`src/rtl/onewire_slave_tx.sv`:
```
// onewire_slave_tx
// Slave-side 1-wire byte transmitter. A byte from the command layer is shifted
// out LSB-first, one bit per master read slot. A '0' bit pulls DQ low for
// T_HOLD cycles starting the cycle after the master's falling edge. A '1' bit
// leaves DQ released. A master reset pulse (T_RSTDET consecutive low cycles
// not caused by this block) aborts the byte in flight.
//
// Ports:
//   clk       core clock
//   rst       synchronous active-high reset
//   dq_in     DQ bus level, already synchronized to clk
//   tx_data   byte to send, bit 0 first
//   tx_valid  tx_data valid
//   tx_ready  block can accept a byte (idle)
//   dq_oe     registered open-drain enable, 1 = pull DQ low
//   busy      byte transfer in progress
//   tx_done   one-cycle pulse when all 8 bits have been sent
//   tx_abort  one-cycle pulse when a reset pulse killed the transfer
module onewire_slave_tx #(
    parameter int T_HOLD   = 30,
    parameter int T_RSTDET = 240,
    parameter int CNT_W    = 9
) (
    input  logic       clk,
    input  logic       rst,
    input  logic       dq_in,
    input  logic [7:0] tx_data,
    input  logic       tx_valid,
    output logic       tx_ready,
    output logic       dq_oe,
    output logic       busy,
    output logic       tx_done,
    output logic       tx_abort
);

    typedef enum logic [1:0] {
        IDLE    = 2'd0,
        ARMED   = 2'd1,
        DRIVE   = 2'd2,
        RELEASE = 2'd3
    } state_t;

    localparam logic [CNT_W-1:0] HOLD_LAST   = CNT_W'(T_HOLD - 1);
    localparam logic [CNT_W-1:0] RSTDET_LAST = CNT_W'(T_RSTDET - 1);
    localparam logic [CNT_W-1:0] TIMER_MAX   = '1;

    state_t           state, state_nxt;
    logic [7:0]       shift, shift_nxt;
    logic [2:0]       bit_cnt, bit_cnt_nxt;
    logic [CNT_W-1:0] timer, timer_nxt;
    logic             dq_d;
    logic             fall;
    logic             dq_oe_nxt;
    logic [CNT_W-1:0] low_cnt;
    logic             reset_pulse;

    assign fall = dq_d & ~dq_in;

    // Consecutive-low counter value for this cycle: clears on a high bus,
    // otherwise increments and saturates rather than wrapping.
    assign low_cnt = dq_in ? '0
                   : ((timer == TIMER_MAX) ? timer : timer + CNT_W'(1));

    // Timer already holds T_RSTDET-1 previous lows, so this low cycle is
    // the T_RSTDET-th one.
    assign reset_pulse = ~dq_in && (timer >= RSTDET_LAST);

    assign tx_ready = (state == IDLE);
    assign busy     = (state != IDLE);

    always_ff @(posedge clk) begin
        if (rst) begin
            state   <= IDLE;
            shift   <= '0;
            bit_cnt <= '0;
            timer   <= '0;
            dq_d    <= 1'b1;
            dq_oe   <= 1'b0;
        end else begin
            state   <= state_nxt;
            shift   <= shift_nxt;
            bit_cnt <= bit_cnt_nxt;
            timer   <= timer_nxt;
            dq_d    <= dq_in;
            dq_oe   <= dq_oe_nxt;
        end
    end

    always_comb begin
        state_nxt   = state;
        shift_nxt   = shift;
        bit_cnt_nxt = bit_cnt;
        timer_nxt   = timer;
        tx_done     = 1'b0;
        tx_abort    = 1'b0;

        case (state)
            IDLE: begin
                timer_nxt = '0;
                if (tx_valid) begin
                    shift_nxt   = tx_data;
                    bit_cnt_nxt = '0;
                    state_nxt   = ARMED;
                end
            end

            ARMED: begin
                if (reset_pulse) begin
                    tx_abort    = 1'b1;
                    state_nxt   = IDLE;
                    shift_nxt   = '0;
                    bit_cnt_nxt = '0;
                    timer_nxt   = '0;
                end else if (fall && !shift[0]) begin
                    // Timer becomes the hold counter while driving.
                    timer_nxt = '0;
                    state_nxt = DRIVE;
                end else if (fall) begin
                    timer_nxt = low_cnt;
                    state_nxt = RELEASE;
                end else begin
                    // A bus already low on entry has no edge: just count it.
                    timer_nxt = low_cnt;
                end
            end

            DRIVE: begin
                // Own pull-down is not counted toward reset detection.
                if (timer == HOLD_LAST) begin
                    timer_nxt = '0;
                    state_nxt = RELEASE;
                end else begin
                    timer_nxt = timer + CNT_W'(1);
                end
            end

            RELEASE: begin
                if (reset_pulse) begin
                    tx_abort    = 1'b1;
                    state_nxt   = IDLE;
                    shift_nxt   = '0;
                    bit_cnt_nxt = '0;
                    timer_nxt   = '0;
                end else if (dq_in) begin
                    shift_nxt   = {1'b0, shift[7:1]};
                    bit_cnt_nxt = bit_cnt + 3'd1;
                    timer_nxt   = '0;
                    if (bit_cnt == 3'd7) begin
                        tx_done   = 1'b1;
                        state_nxt = IDLE;
                    end else begin
                        state_nxt = ARMED;
                    end
                end else begin
                    timer_nxt = low_cnt;
                end
            end

            default: state_nxt = IDLE;
        endcase
    end

    // Registered so the pad enable is glitch-free and strictly tied to DRIVE.
    assign dq_oe_nxt = (state_nxt == DRIVE);

endmodule

```
`config.mk`:
```
export PLATFORM = sky130hd
export DESIGN_NAME = onewire_slave_tx
export DESIGN_NICKNAME = d
export VERILOG_FILES = /design/src/rtl/onewire_slave_tx.sv
export SDC_FILE = /design/constraint.sdc
export NUM_CORES = 1
export LEC_CHECK = 0
export CAP_MARGIN = 10
export CORE_MARGIN = 2
export CORE_UTILIZATION = 30
export DETAILED_ROUTE_END_ITERATION = 6
export PLACE_DENSITY_LB_ADDON = 0.08
export REMOVE_ABC_BUFFERS = 1
export SLEW_MARGIN = 5
export SYNTH_ARGS = -nofsm -noshare
export SYNTH_HDL_FRONTEND = slang
export SYNTH_SLANG_ARGS = --single-unit
```
`constraint.sdc`:
```
create_clock -name clk -period 3.8 [get_ports clk]
set_clock_uncertainty 0.05 [all_clocks]
set_input_delay 0.57 -clock clk [delete_from_list [all_inputs] [get_ports clk]]
set_output_delay 0.57 -clock clk [all_outputs]
set_load 0.03 [all_outputs]
```
==> metrics, run 1 <==
outcome=finished, final reports clean; Setup crit end kind=output port; Yosys cell types=49; Most used DFF post-synth=dfxtp_1; Layout Area Growth over Synthesis=17.00%; core area=4755 µm²; most common cell after layout, fill and taps aside=dfxtp_1; Max Slew Vio Count=0; post-layout util=36.76%; Routed Wire Length=3.632 mm; multi-input logic area=907.1 µm²; post-synth top area share=32.16%; Routability Congestion=0.8079; Arr. time, crit path=2.37 ns; Crit Reg-Reg Startpoint=timer[0]; most frequent CP cell=clkdlybuf4s50_1; synth warn=0; io pins=17; Critical Path RT=3.18 ns; top fanout value on the critical path=9; final hold violations=0; hpwl dp=2.694 mm; Worst-Margin Slew=0.7772 ns; Synth Area per Inst=8.788 µm²; final setup fails=0; port bufs=16; DRC violations left=0; met2 global-route usage=20.85%; Iteration-0 DRC Markers=93; Layout fillers=510; Setup TNS Final=0 ns; synthesized area=1494 µm²; Mapped Cells=170; Clock Sinks=24; fin crit period=2.989 ns; critical path's top delay family=buffers and inverters; vias in the first global route=1268; Clock Latency Late Sink=0.27 ns; Layout Nets=201; CP Class=input port to output port; WL/cell=14.59 µm; Clock Path Buffers=2; Ant. Diodes=0; grt met3 use=2.168%; storage element area=480.5 µm²; Final ANT Viol Nets=0; TritonRoute pass-1 iters=4; FMAX=334.6 MHz; total die area=5560 µm²; H-tree depth=1; initial antenna violation count=0; main area contributors after synthesis=dfxtp_1, a311oi_1, ha_1, nand3_1, nand2b_1; ys async rst share=0%; clock-pin slew on the worst setup and hold paths=0.09 ns; crit path buf inv count=2; CTS root buffer=clkbuf_8; Critical-path top delay cell=clkdlybuf4s50_1; first-pass GRT wire length=6.292 mm; flop and latch count out of synthesis=24; GRT met1 Usage=21.73%; GR Overflow Total=0; Seq/Total Area, Yosys=32.16%; largest net degree at the start of global routing=23; Post-CTS Resized=0; r2r endpoint=timer[4]; Slew HR=48.12%; CTS tree=yes; RSZ-0062 raised after global routing=no; commonest non-fill, non-tap cells in the layout=dfxtp_1, clkdlybuf4s50_1, nand3_1, nor3_1, inv_1; DR vias/cell=5.526; Final Cycle Share=78.65%; origin of the worst setup path=dq_in; CTS Hold Bufs=0; Pleak=0.0005789 µW; hold path cells=2; cts bufs inserted=3; Tot GR Track Use=14.63%; CP cell instances=clkdlybuf4s50_1 > nand2b_2 > nor2_1 > clkdlybuf4s50_1; Slowest Stage Delay on Critical Path=0.71 ns; Fin Hold WS=0.4259 ns; Rows=25; Reg2Reg Setup Slack=1.03 ns; Hold EP=bit_cnt[1]; HP Class=register to register; crit path launch type=input port; Die Ht=74.57 µm; Power Dens Cells=345.0 nW/µm²; GR peak layer=met1; Die X=74.57 µm; DR vias=1376; Worst R2R Path Depth=10; Worst VDD drop=0.1130 mV; maxcap violations=0; Post-synth EDFFs=0; number of setup buffers added after CTS=0; hold path start=bit_cnt[1]; post-synth top area cell=dfxtp_1; Initial Util=31.42%; layout cell share with drive strength beyond 1=13.19%
-- cells by family (layout without fill, tap and decap cells) --
family | Yosys count | in the layout | share of synthesized area (%)
simple gates | 72 | 72 | 28.98
compound gates | 48 | 48 | 25.71
flops | 24 | 24 | 32.16
buf+inv | 19 | 31 | 7.118
fa+ha+maj | 6 | 6 | 5.025
mux | 1 | 1 | 1.005
-- power by group --
| group | switching [µW] | total [µW] | internal (µW) |
|---|---|---|---|
| Clock | 86.9 | 228 | 141 |
| Sequential | 15.6 | 280 | 264 |
| Combinational | 50.3 | 95.3 | 45.0 |
-- layer usage --
layer	wire length (µm)	part of all wire [%]	up-vias
met4	60	1.7	0
li1	-	-	676
met5	0	0	-
met1	1795	49	658
met3	168	4.6	6
met2	1607	44	36
-- worst max-delay path by stage --
stage	to	slack [ns]	cells after the start
4_1_cts	tx_abort	0.81	4
5_1_grt	timer[3]	0.72	10
6_report	tx_abort	0.81	4
3_3_place_gp	tx_abort	0.88	4
2_1_floorplan	timer[4]	1.62	10
3_5_place_dp	tx_abort	0.82	4
-- final cells by class --
cell class / instances / share of cell area (%)
Inverter: 10 / 2.147
Clock buffer: 3 / 2.362
Tap cell: 67 / 4.796
Sequential cell: 24 / 27.49
Clock inverter: 1 / 1.718
Multi-Input combinational cell: 127 / 51.90
Timing Repair Buffer: 17 / 9.592
-- metrics by stage --
stage               total power, µW  instances  worst slack [ns]  area [µm²]
global route                  630.5        249            0.7189        1748
detailed placement            381.2        245            0.8171        1677
finish                        603.0        249            0.8112        1748
CTS                           610.4        249            0.8097        1748
global placement              380.0        245            0.8784        1677
floorplan                     341.6        161             1.623        1425
-- synthesized netlist by cell type, drive strengths merged (4+ instances only) --
| cell | n |
|---|---|
| a211oi | 7 |
| a21oi | 10 |
| a311oi | 9 |
| a31oi | 4 |
| buf | 5 |
| clkbuf | 4 |
| dfxtp | 24 |
| ha | 6 |
| inv | 10 |
| nand2 | 9 |
| nand2b | 10 |
| nand3 | 15 |
| nand4 | 4 |
| nor2 | 10 |
| nor3 | 11 |
| o21ai | 4 |
-- state kept, by name (all words and copies together), names as in the netlist --
signal	flops
dq_d	1
timer	9
shift	8
bit_cnt	3
dq_oe	1
state	2
-- worst register-to-register path, stage by stage (launching register included) --
cell,delay [ns]
dfxtp_1,0.46
ha_1,0.29
nand2_1,0.13
nor2_1,0.24
nand2_1,0.13
inv_1,0.07
ha_1,0.22
inv_1,0.15
nor3b_1,0.40
nand2_1,0.24
a221oi_2,0.31
(Power assumes the default switching activity.)
==> inputs of run 2 (changes only) <==
==> constraint.sdc (replaced) <==
create_clock -name clk -period 2.5 [get_ports clk]
set_clock_uncertainty 0.05 [all_clocks]
set_input_delay 0.375 -clock clk [delete_from_list [all_inputs] [get_ports clk]]
set_output_delay 0.375 -clock clk [all_outputs]
set_load 0.03 [all_outputs]
==> metrics, run 2 (synthesis gave the netlist of run 1 again) <==
outcome=finished, final reports clean; Routed Wire Length=3.929 mm; Slew HR=57.45%; H-tree depth=1; cts bufs inserted=3; Setup crit end kind=output port; Tot GR Track Use=15.33%; Rows=25; CP Class=register to output port; DR vias=1395; Critical Path RT=2.08 ns; Final Power=850.6 µW; largest net degree at the start of global routing=18; fin crit period=2.322 ns; HP Class=register to register; io pins=17; Arr. time, crit path=1.90 ns; Iteration-0 DRC Markers=173; Layout Nets=210; hpwl dp=2.987 mm; Power Dens Cells=472.1 nW/µm²; commonest non-fill, non-tap cells in the layout=dfxtp_1, nand3_1, clkdlybuf4s50_1, nor3_1, buf_4; max reg flops=9; Worst-Margin Slew=0.6352 ns; sequential share of power=49.6%; final hold violations=0; biggest regs=timer x9, shift x8, bit_cnt x3; Setup TNS Final=0 ns; Pleak=0.0006210 µW; Layout fillers=523; DRC violations left=0; clock-pin slew on the worst setup and hold paths=0.09 ns; vias in the first global route=1315; Routability Congestion=0.8451; total die area=5560 µm²; CTS Hold Bufs=0; first-pass GRT wire length=6.548 mm; Worst VDD drop=0.3776 mV; crit path launch type=register; CTS tree=yes; Die X=74.57 µm; top fanout value on the critical path=8; Initial Util=31.42%; Comb power frac=18.3%; Die Ht=74.57 µm; CTS root buffer=clkbuf_8; Layout Area Growth over Synthesis=20.60%; maxcap violations=0; Clk pwr share=32.1%; port bufs=16; most common cell after layout, fill and taps aside=dfxtp_1; Clock Latency Late Sink=0.27 ns; Clock Path Buffers=2; initial antenna violation count=0; WL/cell=15.23 µm; Psw=235.3 µW; DR vias/cell=5.407; Net Sw Frac=27.66%; GR Overflow Total=0; Clock Sinks=24; RSZ-0062 raised after global routing=no; TritonRoute pass-1 iters=5; final setup fails=0; FMAX=430.6 MHz; Final Cycle Share=92.89%; Final ANT Viol Nets=0; Ant. Diodes=0; internal power=615.3 µW; core area=4755 µm²; layout cell share with drive strength beyond 1=18.32%; largest reg by FF count=timer; Max Slew Vio Count=0
[run 2: cell types whose count changed in the layout (fill, tap and decap cells not counted), sizes merged]
cell           before  now
clkbuf              3    4
bufinv              1    0
buf                 1   11
clkdlybuf4s50      16   15
[run 2: power by group through the flow]
stage	registers, µW	clock network [µW]	logic [µW]
after CTS	422	286	156
final	422	273	156
after detailed placement	430	0	156
after floorplan	430	0	89.5
after global placement	430	0	155
after global routing	425	292	171
[run 2: critical path, stage by stage (launching register included)]
cell,delay (ns)
dfxtp_1,0.38
ha_1,0.27
a211o_1,0.34
a31oi_4,0.30
nor2_1,0.14
buf_4,0.19
[run 2: area by class of cell]
| class | count | area [µm²] | share of cell area [%] |
|---|---|---|---|
| Clock buffer | 4 | 55.05 | 3.056 |
| Inverter | 10 | 37.54 | 2.083 |
| Tap cell | 67 | 83.83 | 4.653 |
| Sequential cell | 24 | 480.5 | 26.67 |
| Multi-Input combinational cell | 127 | 912.1 | 50.62 |
| Timing Repair Buffer | 26 | 232.7 | 12.92 |
[run 2: final timing paths]
check             depth (start not counted)  endpoint      from  slack [ns]
setup / recovery                          5  tx_abort  timer[0]        0.18
hold / removal                            2  shift[7]  shift[7]        0.43
hold reg to reg                           2  shift[7]  shift[7]        0.43
setup reg to reg                         10  timer[0]  timer[0]        0.27
[run 2: layer usage]
layer  track usage, %  routed length, µm  vias to the layer above
li1                 -                  -                      693
met1            22.05               1894                      635
met2            23.01               1690                       59
met3            4.201                295                        8
met4            3.175                 48                        0
met5                0                  0                        -
[run 2: per-stage QoR]
step	hold WS, ns	area [µm²]	instances	worst slack (ns)	util (%)
2_1_floorplan	0.3877	1425	161	0.3229	-
3_3_place_gp	0.4169	1742	254	0.2250	36.63
3_5_place_dp	0.4214	1742	254	0.2041	36.63
4_1_cts	0.4350	1797	258	0.1506	37.79
5_1_grt	0.4752	1802	258	0.06934	37.89
6_report	0.4299	1802	258	0.1778	37.89
[run 2: what timing repair did]
action                                 in CTS  in global routing
buffers inserted                            0                  0
gates resized for setup                     0                  1
setup endpoints to repair                   0                  3
endpoints found under the hold margin       0                  0
